`config.mk`:
```
export PLATFORM = sky130hd
export DESIGN_NAME = music_sequencer_flat
export DESIGN_NICKNAME = d
export VERILOG_FILES = /design/src/rtl/music_sequencer_if.sv /design/src/rtl/music_sequencer.sv /design/src/flat_wrapper.sv
export SDC_FILE = /design/constraint.sdc
export NUM_CORES = 2
export LEC_CHECK = 0
export ABC_AREA = 1
export ABC_CLOCK_PERIOD_IN_PS = 4450
export BUFFER_PORTS_ARGS = -buffer_cell sky130_fd_sc_hd__buf_2
export CORE_MARGIN = 5
export CORE_UTILIZATION = 30
export CTS_CLUSTER_DIAMETER = 40
export DETAILED_ROUTE_END_ITERATION = 8
export MAX_ROUTING_LAYER = met4
export PLACE_DENSITY = 0.52
export SETUP_SLACK_MARGIN = 0.4
export SLEW_MARGIN = 20
export SYNTH_ARGS = -nofsm -noshare
export SYNTH_HDL_FRONTEND = slang
export SYNTH_SLANG_ARGS = --single-unit
```
`constraint.sdc`:
```
create_clock -name clk -period 4.45 [get_ports clk]
set_clock_uncertainty 0.1 [all_clocks]
set_input_delay 0.445 -clock clk [delete_from_list [all_inputs] [get_ports clk]]
set_output_delay 0.445 -clock clk [all_outputs]
set_load 0.05 [all_outputs]
```
`src/rtl/music_sequencer_if.sv`:
```
// music_sequencer_if
//   Bundles the song-control, tone ROM and note divisor signals of the beat sequencer.
//   master : game-control / tone ROM side (drives triggers, song setup and tones)
//   slave  : music_sequencer side (drives beat indices, status and note divisors)
//   Per-song vectors are flattened; slot i sits at [i*W +: W].
interface music_sequencer_if #(
  parameter int NUM_SONGS = 9,
  parameter int BEAT_W    = 12,
  parameter int TEMPO_W   = 24,
  parameter int FREQ_W    = 32,
  parameter int NDIV_W    = 22
);
  logic [NUM_SONGS-1:0]         trigger;
  logic                         stop;
  logic [NUM_SONGS-1:0]         loop_en;
  logic [NUM_SONGS*TEMPO_W-1:0] tempo_div;
  logic [NUM_SONGS*BEAT_W-1:0]  song_len;
  logic [NUM_SONGS*FREQ_W-1:0]  tone_l;
  logic [NUM_SONGS*FREQ_W-1:0]  tone_r;
  logic [NUM_SONGS*BEAT_W-1:0]  beat_num;
  logic [NUM_SONGS-1:0]         active;
  logic [NUM_SONGS-1:0]         done;
  logic [3:0]                   sel;
  logic                         busy;
  logic [NDIV_W-1:0]            note_div_l;
  logic [NDIV_W-1:0]            note_div_r;

  modport master (
    output trigger, stop, loop_en, tempo_div, song_len, tone_l, tone_r,
    input  beat_num, active, done, sel, busy, note_div_l, note_div_r
  );

  modport slave (
    input  trigger, stop, loop_en, tempo_div, song_len, tone_l, tone_r,
    output beat_num, active, done, sel, busy, note_div_l, note_div_r
  );
endinterface

```
`src/rtl/music_sequencer.sv`:
```
// music_sequencer
//   Multi-song beat sequencer. Each slot has its own tempo counter, beat counter,
//   length and loop mode. The lowest-index playing song is selected, its tone ROM
//   outputs are turned into note divisors (DIV_NUM / tone) by two restoring
//   dividers running in parallel, and the result feeds note_gen.
// Ports:
//   clk  : system clock
//   rst  : asynchronous, active-low reset
//   bus  : music_sequencer_if.slave
//          in : trigger, stop, loop_en, tempo_div, song_len, tone_l, tone_r
//          out: beat_num, active, done, sel, busy, note_div_l, note_div_r
module music_sequencer #(
  parameter int     NUM_SONGS = 9,
  parameter int     BEAT_W    = 12,
  parameter int     TEMPO_W   = 24,
  parameter int     FREQ_W    = 32,
  parameter int     NDIV_W    = 22,
  parameter longint DIV_NUM   = 50_000_000
) (
  input logic              clk,
  input logic              rst,
  music_sequencer_if.slave bus
);

  localparam int CNT_W = $clog2(FREQ_W + 1);
  localparam logic [FREQ_W-1:0] DIVIDEND  = FREQ_W'(DIV_NUM);
  localparam logic [FREQ_W-1:0] SAT_LIMIT = FREQ_W'((64'd1 << NDIV_W) - 64'd1);

  // ---------------------------------------------------------------------------
  // Per-slot song state
  // ---------------------------------------------------------------------------
  logic [TEMPO_W-1:0]   tc_q   [NUM_SONGS];
  logic [BEAT_W-1:0]    beat_q [NUM_SONGS];
  logic [NUM_SONGS-1:0] active_q;
  logic [NUM_SONGS-1:0] done_q;

  logic [NUM_SONGS-1:0] tick;
  logic [NUM_SONGS-1:0] at_end;
  logic [NUM_SONGS-1:0] start;

  // tempo_div of 0 or 1 both mean a tick on every active cycle.
  always_comb begin
    tick   = '0;
    at_end = '0;
    start  = '0;
    for (int i = 0; i < NUM_SONGS; i++) begin
      tick[i] = active_q[i] &&
                ((bus.tempo_div[i*TEMPO_W +: TEMPO_W] <= TEMPO_W'(1)) ||
                 (tc_q[i] == bus.tempo_div[i*TEMPO_W +: TEMPO_W] - TEMPO_W'(1)));
      at_end[i] = (beat_q[i] == bus.song_len[i*BEAT_W +: BEAT_W] - BEAT_W'(1));
      start[i]  = bus.trigger[i] && (bus.song_len[i*BEAT_W +: BEAT_W] != '0);
    end
  end

  // Per-slot precedence is stop, then trigger, then the tempo tick. A trigger
  // landing on the end tick restarts the song and so never raises done.
  always_ff @(posedge clk or negedge rst) begin
    if (!rst) begin
      for (int i = 0; i < NUM_SONGS; i++) begin
        tc_q[i]   <= '0;
        beat_q[i] <= '0;
      end
      active_q <= '0;
      done_q   <= '0;
    end else begin
      for (int i = 0; i < NUM_SONGS; i++) begin
        done_q[i] <= 1'b0;
        if (bus.stop) begin
          active_q[i] <= 1'b0;
          beat_q[i]   <= '0;
          tc_q[i]     <= '0;
        end else if (start[i]) begin
          active_q[i] <= 1'b1;
          beat_q[i]   <= '0;
          tc_q[i]     <= '0;
        end else if (active_q[i]) begin
          if (tick[i]) begin
            tc_q[i] <= '0;
            if (at_end[i]) begin
              beat_q[i]   <= '0;
              done_q[i]   <= 1'b1;
              active_q[i] <= bus.loop_en[i];
            end else begin
              beat_q[i] <= beat_q[i] + BEAT_W'(1);
            end
          end else begin
            tc_q[i] <= tc_q[i] + TEMPO_W'(1);
          end
        end
      end
    end
  end

  logic [NUM_SONGS*BEAT_W-1:0] beat_flat;

  always_comb begin
    beat_flat = '0;
    for (int i = 0; i < NUM_SONGS; i++) begin
      beat_flat[i*BEAT_W +: BEAT_W] = beat_q[i];
    end
  end

  // ---------------------------------------------------------------------------
  // Fixed-priority selection: lowest playing slot wins
  // ---------------------------------------------------------------------------
  logic [3:0]        sel_idx;
  logic              busy;
  logic [FREQ_W-1:0] tone_sel_l;
  logic [FREQ_W-1:0] tone_sel_r;

  always_comb begin
    sel_idx = '0;
    busy    = |active_q;
    for (int i = NUM_SONGS - 1; i >= 0; i--) begin
      if (active_q[i]) begin
        sel_idx = 4'(i);
      end
    end
  end

  assign tone_sel_l = bus.tone_l[int'(sel_idx)*FREQ_W +: FREQ_W];
  assign tone_sel_r = bus.tone_r[int'(sel_idx)*FREQ_W +: FREQ_W];

  // ---------------------------------------------------------------------------
  // Divider FSM: two restoring dividers sharing one dividend shift register
  // ---------------------------------------------------------------------------
  typedef enum logic {IDLE, CALC} div_state_t;

  div_state_t        state_q, state_d;
  logic [CNT_W-1:0]  count_q, count_d;
  logic [FREQ_W-1:0] lat_l_q, lat_l_d;
  logic [FREQ_W-1:0] lat_r_q, lat_r_d;
  logic [FREQ_W-1:0] dvd_q, dvd_d;
  logic [FREQ_W-1:0] rem_l_q, rem_l_d;
  logic [FREQ_W-1:0] rem_r_q, rem_r_d;
  logic [FREQ_W-1:0] quot_l_q, quot_l_d;
  logic [FREQ_W-1:0] quot_r_q, quot_r_d;
  logic [NDIV_W-1:0] ndiv_l_q, ndiv_l_d;
  logic [NDIV_W-1:0] ndiv_r_q, ndiv_r_d;

  logic [FREQ_W:0]   trial_l, trial_r;
  logic              fits_l, fits_r;
  logic [FREQ_W:0]   diff_l, diff_r;

  // One restoring step: shift the next dividend bit into the partial remainder
  // and subtract the divisor when it fits. The remainder stays below the
  // divisor, so FREQ_W bits hold it between steps.
  assign trial_l = {rem_l_q, dvd_q[FREQ_W-1]};
  assign trial_r = {rem_r_q, dvd_q[FREQ_W-1]};
  assign fits_l  = (trial_l >= {1'b0, lat_l_q});
  assign fits_r  = (trial_r >= {1'b0, lat_r_q});
  assign diff_l  = trial_l - {1'b0, lat_l_q};
  assign diff_r  = trial_r - {1'b0, lat_r_q};

  // A rest (tone 0) plays as divisor 1; anything too large to fit the
  // note_gen counter clamps to its maximum.
  function automatic logic [NDIV_W-1:0] to_ndiv(input logic [FREQ_W-1:0] quot,
                                                 input logic [FREQ_W-1:0] tone);
    if (tone == '0) begin
      return NDIV_W'(1);
    end else if (quot > SAT_LIMIT) begin
      return '1;
    end else begin
      return NDIV_W'(quot);
    end
  endfunction

  // Losing busy wins over everything: silence, forget the latched pair and
  // abandon any division so the next song starts from a clean compare.
  always_comb begin
    state_d  = state_q;
    count_d  = count_q;
    lat_l_d  = lat_l_q;
    lat_r_d  = lat_r_q;
    dvd_d    = dvd_q;
    rem_l_d  = rem_l_q;
    rem_r_d  = rem_r_q;
    quot_l_d = quot_l_q;
    quot_r_d = quot_r_q;
    ndiv_l_d = ndiv_l_q;
    ndiv_r_d = ndiv_r_q;
    if (!busy) begin
      state_d  = IDLE;
      count_d  = '0;
      lat_l_d  = '0;
      lat_r_d  = '0;
      ndiv_l_d = NDIV_W'(1);
      ndiv_r_d = NDIV_W'(1);
    end else begin
      case (state_q)
        IDLE: begin
          if ((tone_sel_l != lat_l_q) || (tone_sel_r != lat_r_q)) begin
            state_d  = CALC;
            count_d  = '0;
            lat_l_d  = tone_sel_l;
            lat_r_d  = tone_sel_r;
            dvd_d    = DIVIDEND;
            rem_l_d  = '0;
            rem_r_d  = '0;
            quot_l_d = '0;
            quot_r_d = '0;
          end
        end
        CALC: begin
          // FREQ_W quotient steps, then one extra cycle to publish the result.
          if (count_q == CNT_W'(FREQ_W)) begin
            state_d  = IDLE;
            ndiv_l_d = to_ndiv(quot_l_q, lat_l_q);
            ndiv_r_d = to_ndiv(quot_r_q, lat_r_q);
          end else begin
            count_d  = count_q + CNT_W'(1);
            dvd_d    = dvd_q << 1;
            rem_l_d  = fits_l ? diff_l[FREQ_W-1:0] : trial_l[FREQ_W-1:0];
            rem_r_d  = fits_r ? diff_r[FREQ_W-1:0] : trial_r[FREQ_W-1:0];
            quot_l_d = {quot_l_q[FREQ_W-2:0], fits_l};
            quot_r_d = {quot_r_q[FREQ_W-2:0], fits_r};
          end
        end
        default: state_d = IDLE;
      endcase
    end
  end

  always_ff @(posedge clk or negedge rst) begin
    if (!rst) begin
      state_q  <= IDLE;
      count_q  <= '0;
      lat_l_q  <= '0;
      lat_r_q  <= '0;
      dvd_q    <= '0;
      rem_l_q  <= '0;
      rem_r_q  <= '0;
      quot_l_q <= '0;
      quot_r_q <= '0;
      ndiv_l_q <= NDIV_W'(1);
      ndiv_r_q <= NDIV_W'(1);
    end else begin
      state_q  <= state_d;
      count_q  <= count_d;
      lat_l_q  <= lat_l_d;
      lat_r_q  <= lat_r_d;
      dvd_q    <= dvd_d;
      rem_l_q  <= rem_l_d;
      rem_r_q  <= rem_r_d;
      quot_l_q <= quot_l_d;
      quot_r_q <= quot_r_d;
      ndiv_l_q <= ndiv_l_d;
      ndiv_r_q <= ndiv_r_d;
    end
  end

  assign bus.beat_num   = beat_flat;
  assign bus.active     = active_q;
  assign bus.done       = done_q;
  assign bus.sel        = sel_idx;
  assign bus.busy       = busy;
  assign bus.note_div_l = ndiv_l_q;
  assign bus.note_div_r = ndiv_r_q;

endmodule
```
`src/flat_wrapper.sv`:
```
// flat-port wrapper written by rule: the top's interface ports become plain ports
module music_sequencer_flat 
#(
  parameter int     NUM_SONGS = 9,
  parameter int     BEAT_W    = 12,
  parameter int     TEMPO_W   = 24,
  parameter int     FREQ_W    = 32,
  parameter int     NDIV_W    = 22,
  parameter longint DIV_NUM   = 50_000_000
)
  (clk, rst, bus_trigger, bus_stop, bus_loop_en, bus_tempo_div, bus_song_len, bus_tone_l, bus_tone_r, bus_beat_num, bus_active, bus_done, bus_sel, bus_busy, bus_note_div_l, bus_note_div_r);
  music_sequencer_if #(.NUM_SONGS(NUM_SONGS), .BEAT_W(BEAT_W), .TEMPO_W(TEMPO_W), .FREQ_W(FREQ_W), .NDIV_W(NDIV_W)) bus_i ();
  input logic clk;
  input logic rst;
  input wire logic [$bits(bus_i.trigger)-1:0] bus_trigger;
  input wire logic [$bits(bus_i.stop)-1:0] bus_stop;
  input wire logic [$bits(bus_i.loop_en)-1:0] bus_loop_en;
  input wire logic [$bits(bus_i.tempo_div)-1:0] bus_tempo_div;
  input wire logic [$bits(bus_i.song_len)-1:0] bus_song_len;
  input wire logic [$bits(bus_i.tone_l)-1:0] bus_tone_l;
  input wire logic [$bits(bus_i.tone_r)-1:0] bus_tone_r;
  output wire logic [$bits(bus_i.beat_num)-1:0] bus_beat_num;
  output wire logic [$bits(bus_i.active)-1:0] bus_active;
  output wire logic [$bits(bus_i.done)-1:0] bus_done;
  output wire logic [$bits(bus_i.sel)-1:0] bus_sel;
  output wire logic [$bits(bus_i.busy)-1:0] bus_busy;
  output wire logic [$bits(bus_i.note_div_l)-1:0] bus_note_div_l;
  output wire logic [$bits(bus_i.note_div_r)-1:0] bus_note_div_r;
  assign bus_i.trigger = bus_trigger;
  assign bus_i.stop = bus_stop;
  assign bus_i.loop_en = bus_loop_en;
  assign bus_i.tempo_div = bus_tempo_div;
  assign bus_i.song_len = bus_song_len;
  assign bus_i.tone_l = bus_tone_l;
  assign bus_i.tone_r = bus_tone_r;
  assign bus_beat_num = bus_i.beat_num;
  assign bus_active = bus_i.active;
  assign bus_done = bus_i.done;
  assign bus_sel = bus_i.sel;
  assign bus_busy = bus_i.busy;
  assign bus_note_div_l = bus_i.note_div_l;
  assign bus_note_div_r = bus_i.note_div_r;
  music_sequencer #(.NUM_SONGS(NUM_SONGS), .BEAT_W(BEAT_W), .TEMPO_W(TEMPO_W), .FREQ_W(FREQ_W), .NDIV_W(NDIV_W), .DIV_NUM(DIV_NUM)) u_core (.clk(clk), .rst(rst), .bus(bus_i));
endmodule
```
==> impl_results.md <==
* Syn Std Cell Area at 53600 µm²
* Power, Total at 0.0271 W
* Antenna Nets Post-Route at 0
* Starting Density at 30.1%
* Syn_nets at 9350
* Fmax at 246 MHz
* DRT iter0 DRCs at 5561
* Multi-input logic area at 33900 µm²
* Clock slew at reported path FFs at 0.05 ns
* Core Box Area at 178000 µm²
* Crit-path max FO at 25
* Filler instances at 19251
* Setup-failing EPs final at 0
* Die Span Y at 433 µm
* Part of the cycle the worst path needs at 91.4%
* Post-route cell area at 68900 µm²
* # H-tree levels at 4
* Seq. cell area at 15300 µm²
* Startpoint Class: flop
* Final Slew Violations at 0
* Clock share of power at 38.3%
* Tot GR Track Use at 27.6%
* Critical Path RT at 5.01 ns
* Worst EP arrival at 4.63 ns
* Layout cells sized above 1 at 18.2%
* # IOs at 1096
* Slowest cell delay on critical path at 0.39 ns
* YS warnings at 0
* Max-Slew Margin vs Limit at 35.5%
* CTS root buffer: clkbuf_16
* DP HPWL at 213000 µm
* Peak supply drop at 0.380 mV
* Die area at 187000 µm²
* Yosys cell types at 64
* Buf/Inv on CP at 3
* CTS tree: yes
* 1st-pass router iterations at 8
* DP Cell Count at 11618
* Vias per cell at 5.14
* Vias in the first global route at 58994
* Pint at 0.0167 W
* Clock latency at the later pin of the worst-skew pair at 0.76 ns
* Max cap viols at 0
* Predominant post-synthesis flop cell: dfrtp_1
* Sequential fraction of the synthesis area at 28.5%
* Final WL at 268000 µm
* Flop pwr share at 26.3%
* Max clock buf depth at 3
* Critical path class: reg2reg
* Synthesized area per cell at 6.45 µm²
* Leak at 33.2 nW
* Slew @ Worst Pin at 0.964 ns
* Clock buffer count from CTS at 137
* Top cells by area, synth: dfrtp_1 (28%), nand2_1 (14%), nand3_1 (11%)
* GR Overflow Total at 0
* Placer Congestion at 1.00
* Hold Path Class: in2reg
* Comb power frac at 35.4%
* Post-synth EDFFs at 0
* Slowest cell on the critical path: dfrtp_1
* # clock sinks at 610
* Cell mode on critical path: nand2_1
* Cells after Synth at 8308
* Sw power at 0.0103 W
* Drt wl/cell at 22.3 µm
* Unrepaired setup endpoints after global routing: true
* Final TNS setup at 0 ns
* Area growth syn-to-layout at 28.4%
* Status: finished, final reports clean
* Worst reg2reg setup slack at 0.38 ns
* Top Family by Delay on Critical Path: simple AND/OR/NAND/NOR gates
* Post-layout minimum cycle time at 4.07 ns
* Most frequent cells in the layout: nand2_1 (1992), nand3_1 (1122), buf_2 (1095)
* Placement Rows at 155
* Drc violations at 0
* Synth Register Bits at 610
* Async set-reset flop share out of synthesis at 100%
* WHS at 0.0528 ns
* Largest net degree at the start of global routing at 99
* Final std cells w/o fill at 12017
* Final nets at 10519
* Share of Yosys cell area claimed by the top area cell type at 28.4%
* Dominant cell type by area after synthesis: dfrtp_1
* DP Area at 62400 µm²
* PortBufs at 1095
* Initial antenna violation count at 109
* Commonest non-fill, non-tap cell in the layout: nand2_1
* Fin. Hold Viols at 0
* Die width at 433 µm
* First-pass GRT wire length at 381000 µm
* DR vias at 61769
* Sw frac at 38.1%
* CP Capture Type: flop
* PD cells at 393 nW/µm²
[registers in the layout, summed over array words and instances, names as in the netlist, 25 cells and up]
register and cells:
u_core.quot_l_q 32, u_core.lat_r_q 32, u_core.tc_q 216, u_core.lat_l_q 32, u_core.rem_r_q 32, u_core.rem_l_q 32
u_core.bus.beat_num 108, u_core.quot_r_q 32, u_core.dvd_q 25
[worst register-to-register path: cells and delay by family, from the launching register on]
family / cells / cell delay (ns)
buffers and inverters: 3 / 0.55
flip-flops: 1 / 0.39
AND/OR/NAND/NOR: 22 / 2.94
[what timing repair did]
| item | CTS | global route |
|---|---|---|
| buffers inserted | 3 | 24 |
| endpoints found under the hold margin | 106 | 0 |
| resized for setup | 56 | 76 |
| endpoints found under the setup margin | 224 | 224 |
| pin swaps | 4 | 12 |
| hold buffers | 26 | 0 |
| gates cloned | 8 | 14 |
[cells in the mapped netlist (all sizes together) (3+ instances only)]
master / number
o22ai: 28
nand3b: 74
nor3: 271
and3: 5
mux2i: 3
xor2: 505
o21ai: 245
clkinv: 8
a31oi: 21
dfrtp: 608
or3: 4
nand4: 162
buf: 165
nor2: 1061
inv: 915
or2: 81
ha: 119
o2111ai: 9
clkbuf: 140
nor3b: 57
a221oi: 8
a21boi: 4
a211oi: 27
nand3: 1157
a211o: 4
or4: 3
o2111a: 3
a21oi: 180
a21o: 7
a2111oi: 3
o21bai: 5
o21a: 12
nor4b: 8
xnor2: 188
o211ai: 48
and2: 3
nor4: 126
nand2: 2023
[cell type report]
type / count / share of cell area, %
Multi-Input combinational cell: 6472 / 49.3
Sequential cell: 610 / 22.2
Timing Repair Buffer: 1333 / 12.1
Clock buffer: 179 / 5.66
Inverter: 923 / 5.08
Tap cell: 2355 / 4.28
Clock inverter: 66 / 1.12
Antenna cell: 79 / 0.287
[logic make-up (layout without fill, tap and decap cells)]
group,Yosys count,in the layout,synth area share [%]
buf+inv,1228,2501,9.09
compound gates,615,615,6.62
flops,610,610,28.5
xor+xnor,694,694,11.4
fa+ha+maj,121,121,2.85
mux,3,3,0.0560
simple gates,5037,5039,41.5
other cells,0,79,0
[power groups by stage]
stage | clock [W] | sequential, W | combinational [W]
detailed placement | 0 | 0.00717 | 0.00906
global placement | 0 | 0.00717 | 0.00901
CTS | 0.0106 | 0.00710 | 0.00927
floorplan | 0 | 0.00729 | 0.00568
finish | 0.0104 | 0.00712 | 0.00958
global route | 0.0108 | 0.00721 | 0.0106
[through the flow]
step | worst slack (ns) | utilization (%)
2_1_floorplan | 1.05 | -
5_1_grt | 0.272 | 38.7
6_report | 0.383 | 38.7
4_1_cts | 0.412 | 38.1
3_5_place_dp | 0.0496 | 35.0
3_3_place_gp | 0.0939 | 35.0
[layer usage]
metal	track usage, %	part of all wire, %
met5	-	0
met4	15.7	6.4
met3	4.03	5.7
met2	46.0	48
met1	31.9	40
[final timing paths]
| check | from | endpoint | depth (start not counted) |
|---|---|---|---|
| min in group asynchronous | rst | u_core.rem_l_q[31]$_DFFE_PN0P_ | 2 |
| worst max register to register | u_core.bus.active[6]$_DFF_PN0_ | u_core.rem_r_q[2]$_DFFE_PN0P_ | 25 |
| worst min-delay path | bus_loop_en[7] | u_core.bus.active[7]$_DFF_PN0_ | 5 |
| max in group asynchronous | rst | u_core.rem_r_q[10]$_DFFE_PN0P_ | 3 |
| worst min register to register | u_core.dvd_q[17]$_DFFE_PN0P_ | u_core.dvd_q[18]$_DFFE_PN0P_ | 2 |
| worst max-delay path | u_core.bus.active[6]$_DFF_PN0_ | u_core.rem_r_q[2]$_DFFE_PN0P_ | 25 |
No activity file was read; power rests on OpenSTA's default activity.
